==> src/rtl/score_digit_collector.sv <==
// Receive end of the multiplexed score-digit link: re-pairs ones/tens digits into frames, debounces them and publishes a score.
// Optional feature macro: SCORE_BIN_EN adds the registered binary score output score_bin.
module score_digit_collector #(
  parameter int unsigned HOLD_FRAMES = 2
) (
  input  logic       clk,
  input  logic       reset,
  input  logic [3:0] digit_in,
  input  logic       phase_in,
  output logic [3:0] score_ones,
  output logic [3:0] score_tens,
  output logic       score_valid,
  output logic       update_pulse,
  output logic       error_pulse
`ifdef SCORE_BIN_EN
  ,
  output logic [6:0] score_bin
`endif
);

  typedef enum logic [0:0] {
    SYNC = 1'b0,
    ONES = 1'b1
  } state_t;

  localparam logic [3:0] HOLD = 4'(HOLD_FRAMES);

  state_t     state_r;
  logic [3:0] ones_r;
  logic [3:0] cand_ones_r;
  logic [3:0] cand_tens_r;
  logic [3:0] count_r;
  logic       pend_r;

  logic       frame_done_s;
  logic       frame_bad_s;
  logic       frame_same_s;
  logic [3:0] count_next_s;
  logic       publish_s;

  // Frame completion check, debounce count and publish decision for the current cycle
  always_comb begin
    frame_done_s = (state_r == ONES) && !phase_in;
    frame_bad_s  = (ones_r > 4'd9) || (digit_in > 4'd9);
    frame_same_s = (ones_r == cand_ones_r) && (digit_in == cand_tens_r);
    if (frame_same_s) begin
      count_next_s = (count_r >= HOLD) ? HOLD : count_r + 4'd1;
    end else begin
      count_next_s = 4'd1;
    end
    // The published score is stable here: a publish lands before the next frame can complete.
    publish_s = frame_done_s && !frame_bad_s && (count_next_s == HOLD) &&
                (!score_valid || (ones_r != score_ones) || (digit_in != score_tens));
  end

  // Link FSM, candidate/debounce state and registered outputs
  always_ff @(posedge clk or posedge reset) begin
    if (reset) begin
      state_r      <= SYNC;
      ones_r       <= 4'd0;
      cand_ones_r  <= 4'd0;
      cand_tens_r  <= 4'd0;
      count_r      <= 4'd0;
      pend_r       <= 1'b0;
      score_ones   <= 4'd0;
      score_tens   <= 4'd0;
      score_valid  <= 1'b0;
      update_pulse <= 1'b0;
      error_pulse  <= 1'b0;
`ifdef SCORE_BIN_EN
      score_bin    <= 7'd0;
`endif
    end else begin
      error_pulse  <= 1'b0;
      update_pulse <= 1'b0;
      pend_r       <= publish_s;
      if (pend_r) begin
        score_ones   <= cand_ones_r;
        score_tens   <= cand_tens_r;
        score_valid  <= 1'b1;
        update_pulse <= 1'b1;
`ifdef SCORE_BIN_EN
        score_bin    <= ({3'b000, cand_tens_r} << 3) + ({3'b000, cand_tens_r} << 1) +
                        {3'b000, cand_ones_r};
`endif
      end
      case (state_r)
        SYNC: begin
          if (phase_in) begin
            ones_r  <= digit_in;
            state_r <= ONES;
          end else begin
            state_r <= SYNC;
          end
        end
        ONES: begin
          if (phase_in) begin
            error_pulse <= 1'b1;
            ones_r      <= digit_in;
          end else begin
            state_r <= SYNC;
            if (frame_bad_s) begin
              error_pulse <= 1'b1;
              count_r     <= 4'd0;
            end else begin
              cand_ones_r <= ones_r;
              cand_tens_r <= digit_in;
              count_r     <= count_next_s;
            end
          end
        end
        default: state_r <= SYNC;
      endcase
    end
  end

endmodule

==> config.mk <==
export PLATFORM = sky130hd
export DESIGN_NAME = score_digit_collector
export DESIGN_NICKNAME = d
export VERILOG_FILES = /design/src/rtl/score_digit_collector.sv
export SDC_FILE = /design/constraint.sdc
export NUM_CORES = 1
export LEC_CHECK = 0
export ABC_AREA = 0
export CORE_MARGIN = 3
export CORE_UTILIZATION = 45
export CTS_BUF_LIST = sky130_fd_sc_hd__clkbuf_8
export DETAILED_ROUTE_END_ITERATION = 10
export PLACE_DENSITY = 0.7
export SYNTH_ARGS = -nofsm -noshare
export SYNTH_HDL_FRONTEND = slang
export SYNTH_SLANG_ARGS = --single-unit
export TNS_END_PERCENT = 50
==> constraint.sdc <==
create_clock -name clk -period 1.6 [get_ports clk]
set_clock_uncertainty 0.1 [all_clocks]
set_input_delay 0.24 -clock clk [delete_from_list [all_inputs] [get_ports clk]]
set_output_delay 0.24 -clock clk [all_outputs]
set_load 0.03 [all_outputs]
==> impl_metrics.csv <==
group,metric,value,unit
status,status,"finished, final reports clean",
drt,drcViolationCount,0,
timing,rsz0062_at_grt,"true",
min_path,hold_class,"in2async",
die,core-area,2780,µm²
clock_tree,tritoncts,"built",
setup_path,path_depth,3,
power,power_density,1020,nW/µm²
clock_tree,cts_root_buf,"clkbuf_8",
drt,wire_per_inst,15.5,µm
drt,drtAntennaViolNets,0,
power,totalPowerFinal,1.79,mW
setup_path,r2r_start,"count_r[1]$_DFFE_PP0P_",
drt,drt-pass1-iter-count,4,
die,boundaryPins,18,
die,num_rows,19,
setup_path,critPathLaunchType,"flip-flop",
power,p_leak,0.857,nW
timing,setup_viol,0,
clock_tree,clkTransAtPathRegs,0.07,ns
grt,grt_pass1_vias,914,
setup_path,cpPeakStageDelay,0.44,ns
place,dpl_cell_area,1630,µm²
yosys,post-synth-top-count-cell,"dfrtp_1",
layout,multiInputGateArea,627,µm²
layout,n_antenna_cell,0,
layout,fin_util,63.2,%
place,gp_congestion,0.825,
layout,final_cells,167,
yosys,netlist-cell-type-count,26,
yosys,muxShareOfSynthArea,18.6,%
timing,slew_violations,0,
grt,grt_usage,17.4,%
yosys,synthAdderAreaFrac,1.88,%
layout,layout-drive-gt1-share,38.2,%
timing,period_minus_slack,1.57,ns
yosys,syn_area,1330,µm²
yosys,synthXorXnorAreaFrac,10.5,%
grt,grt_max_degree,30,
yosys,yosys.area_share.simple,7.81,%
drt,totalWireLength,2.58,mm
drt,drtIter0Drc,15,
drt,post_drt_via_cell_ratio,5.22,
timing,tightestPinTransition,0.435,ns
yosys,syn_avg_cell_area,13.6,µm²
clock_tree,cts_buffers,5,
yosys,synth_edf_count,0,
setup_path,reg2reg_slack,0.03,ns
yosys,seq_area_frac_synth,54.6,%
setup_path,required,1.67,ns
yosys,yosys-top-cells-area,"dfrtp_1 (55%), mux2_2 (12%), xnor2_1 (11%)",
place,post-dp-hpwl,1.82,mm
layout,fillCellCount,233,
setup_path,crit_path_end_kind,"flip-flop",
setup_path,worstPathMaxFanout,4,
die,dieWidth,60.4,µm
timing,fmax,0.637,GHz
setup_path,cp_top_family,"flip-flops",
yosys,synth_top_area_cell,"dfrtp_1",
setup_path,path_cells,"ha_1 > or3_4 > a2111oi_4",
yosys,synth_common_cells,"dfrtp_1 (29), xnor2_1 (16), mux2_2 (14), mux2_4 (6), nand2_1 (6)",
yosys,synth_top_family_by_area,"multiplexers",
flow_run,drv_cap,0,
layout,regArea,727,µm²
power,ir_worst_vdd,0.772,mV
clock_tree,cts_max_path_buffers,2,
yosys,yosysWarnings,0,
timing,holdWs,0.228,ns
yosys,ys_async_sr_fraction,100,%
yosys,synth-seq-cells,29,
clock_tree,insertion_delay,0.28,ns
grt,gr-total-overflow,0,
setup_path,reg2reg_depth,3,
die,die-area,3640,µm²
grt,grt_pass1_wl,4.34,mm
setup_path,r2r_end,"pend_r$_DFF_PP0_",
drt,via_count,872,
setup_path,cp_slowest_cell,"dfrtp_1",
clock_tree,htreeDepth,2,
place,dp.cells,158,
place,portBuffers,17,
setup_path,cp_num_buf_inv,0,
layout,finalInstanceArea,1760,µm²
layout,finish.net_count,144,
timing,fin_crit_sh,98.2,%
yosys,synth_nets,107,
setup_path,cp.arrival,1.64,ns
die,die_y,60.4,µm
clock_tree,cts.sinks,29,
yosys,synth-main-ff-cell,"dfrtp_1",
setup_path,worstSetupPathType,"reg2reg",
die,start_util,47.8,%
yosys,synth-compound-area-share,4.89,%
yosys,syn_inst,98,
layout,area_delta_synth_final,32.3,%
grt,antenna_found_initial,0,
yosys,netlist.area_leader.share,54.6,%
timing,relSlewSlack,71.0,%
timing,hold_viol,0,
layout make-up:
class                      count  share of cell area, %
sequential                    29                   41.3
multi-input combinational     65                   35.6
timing repair buffer          32                   15.7
clock buffer                   5                   3.91
tap                           31                   2.20
clock inverter                 3                  0.782
inverter                       2                  0.427
kinds of logic (layout without fill, tap and decap cells):
family	after synthesis	in the layout
compound gates	9	9
xor+xnor	16	16
fa+ha+maj	2	2
buf+inv	4	42
flops	29	29
mux	20	20
simple gates	18	18
worst min-delay path, cell delays in order:
cell and delay, ns:
clkdlybuf4s50_1 0.40, inv_1 0.05, buf_4 0.34
timing repair:
item                                    in CTS  in global routing
gates resized for setup                     17                  7
hold buffers                                 0                  0
buffers inserted                             1                  0
endpoints found under the setup margin      13                  4
pin swaps                                    2                  2
report_power, final:
part / internal [mW] / switching (mW) / leakage [nW] / total (mW)
sequential: 0.810 / 0.0781 / 0.373 / 0.889
combinational: 0.208 / 0.124 / 0.436 / 0.332
clock: 0.294 / 0.273 / 0.0491 / 0.567
metrics by stage:
stage	TNS [ns]	worst slack (ns)
finish	0	0.0293
floorplan	0	0.0487
global route	-0.0322	-0.0322
CTS	0	0.0111
detailed placement	-2.91	-0.327
global placement	-2.25	-0.249
worst max-delay path by stage:
stage,from,to,slack (ns)
CTS,count_r[0]$_DFFE_PP0P_,pend_r$_DFF_PP0_,0.01
detailed placement,digit_in[1],pend_r$_DFF_PP0_,-0.33
floorplan,count_r[0]$_DFFE_PP0P_,pend_r$_DFF_PP0_,0.05
global route,ones_r[3]$_DFFE_PP0P_,pend_r$_DFF_PP0_,-0.03
finish,count_r[1]$_DFFE_PP0P_,pend_r$_DFF_PP0_,0.03
global placement,digit_in[1],pend_r$_DFF_PP0_,-0.25
cell usage in the layout (no fill, tap or decap):
cell type / n
nor4_1: 1
o21ai_0: 1
clkinv_2: 2
dlymetal6s2s_1: 3
o31ai_1: 1
xnor2_2: 1
buf_4: 15
or2_2: 1
clkdlybuf4s50_1: 3
ha_4: 1
xnor2_1: 15
and2_1: 1
dfrtp_2: 1
or2_4: 1
a2111oi_4: 1
dfrtp_1: 28
nand2_1: 6
dlygate4sd2_1: 11
mux2_2: 14
inv_1: 2
o21ai_1: 3
clkbuf_8: 5
nand3b_1: 1
a21o_1: 1
or3_4: 1
inv_2: 1
ha_1: 1
mux2_4: 6
nand2b_4: 1
o21a_1: 1
nand4_1: 3
nand3_1: 1
nor3_2: 1
a211oi_1: 1
registers in the layout (all words and copies together), names as in the netlist:
signal        flops
score_valid       1
pend_r            1
cand_ones_r       4
ones_r            4
error_pulse       1
score_tens        4
state_r           1
count_r           4
score_ones        4
cand_tens_r       4
update_pulse      1
metal layers:
layer  vias to the layer above  wire length (µm)  GRT usage (%)  share of wire (%)
met5                         -                 0              0                  0
met4                         0                89           10.1                3.4
met3                        11               129           7.23                5.0
met2                        23              1240           26.1                 48
met1                       423              1120           21.0                 43
li1                        415                 -              -                  -
Power figures use the tool's default switching activity.
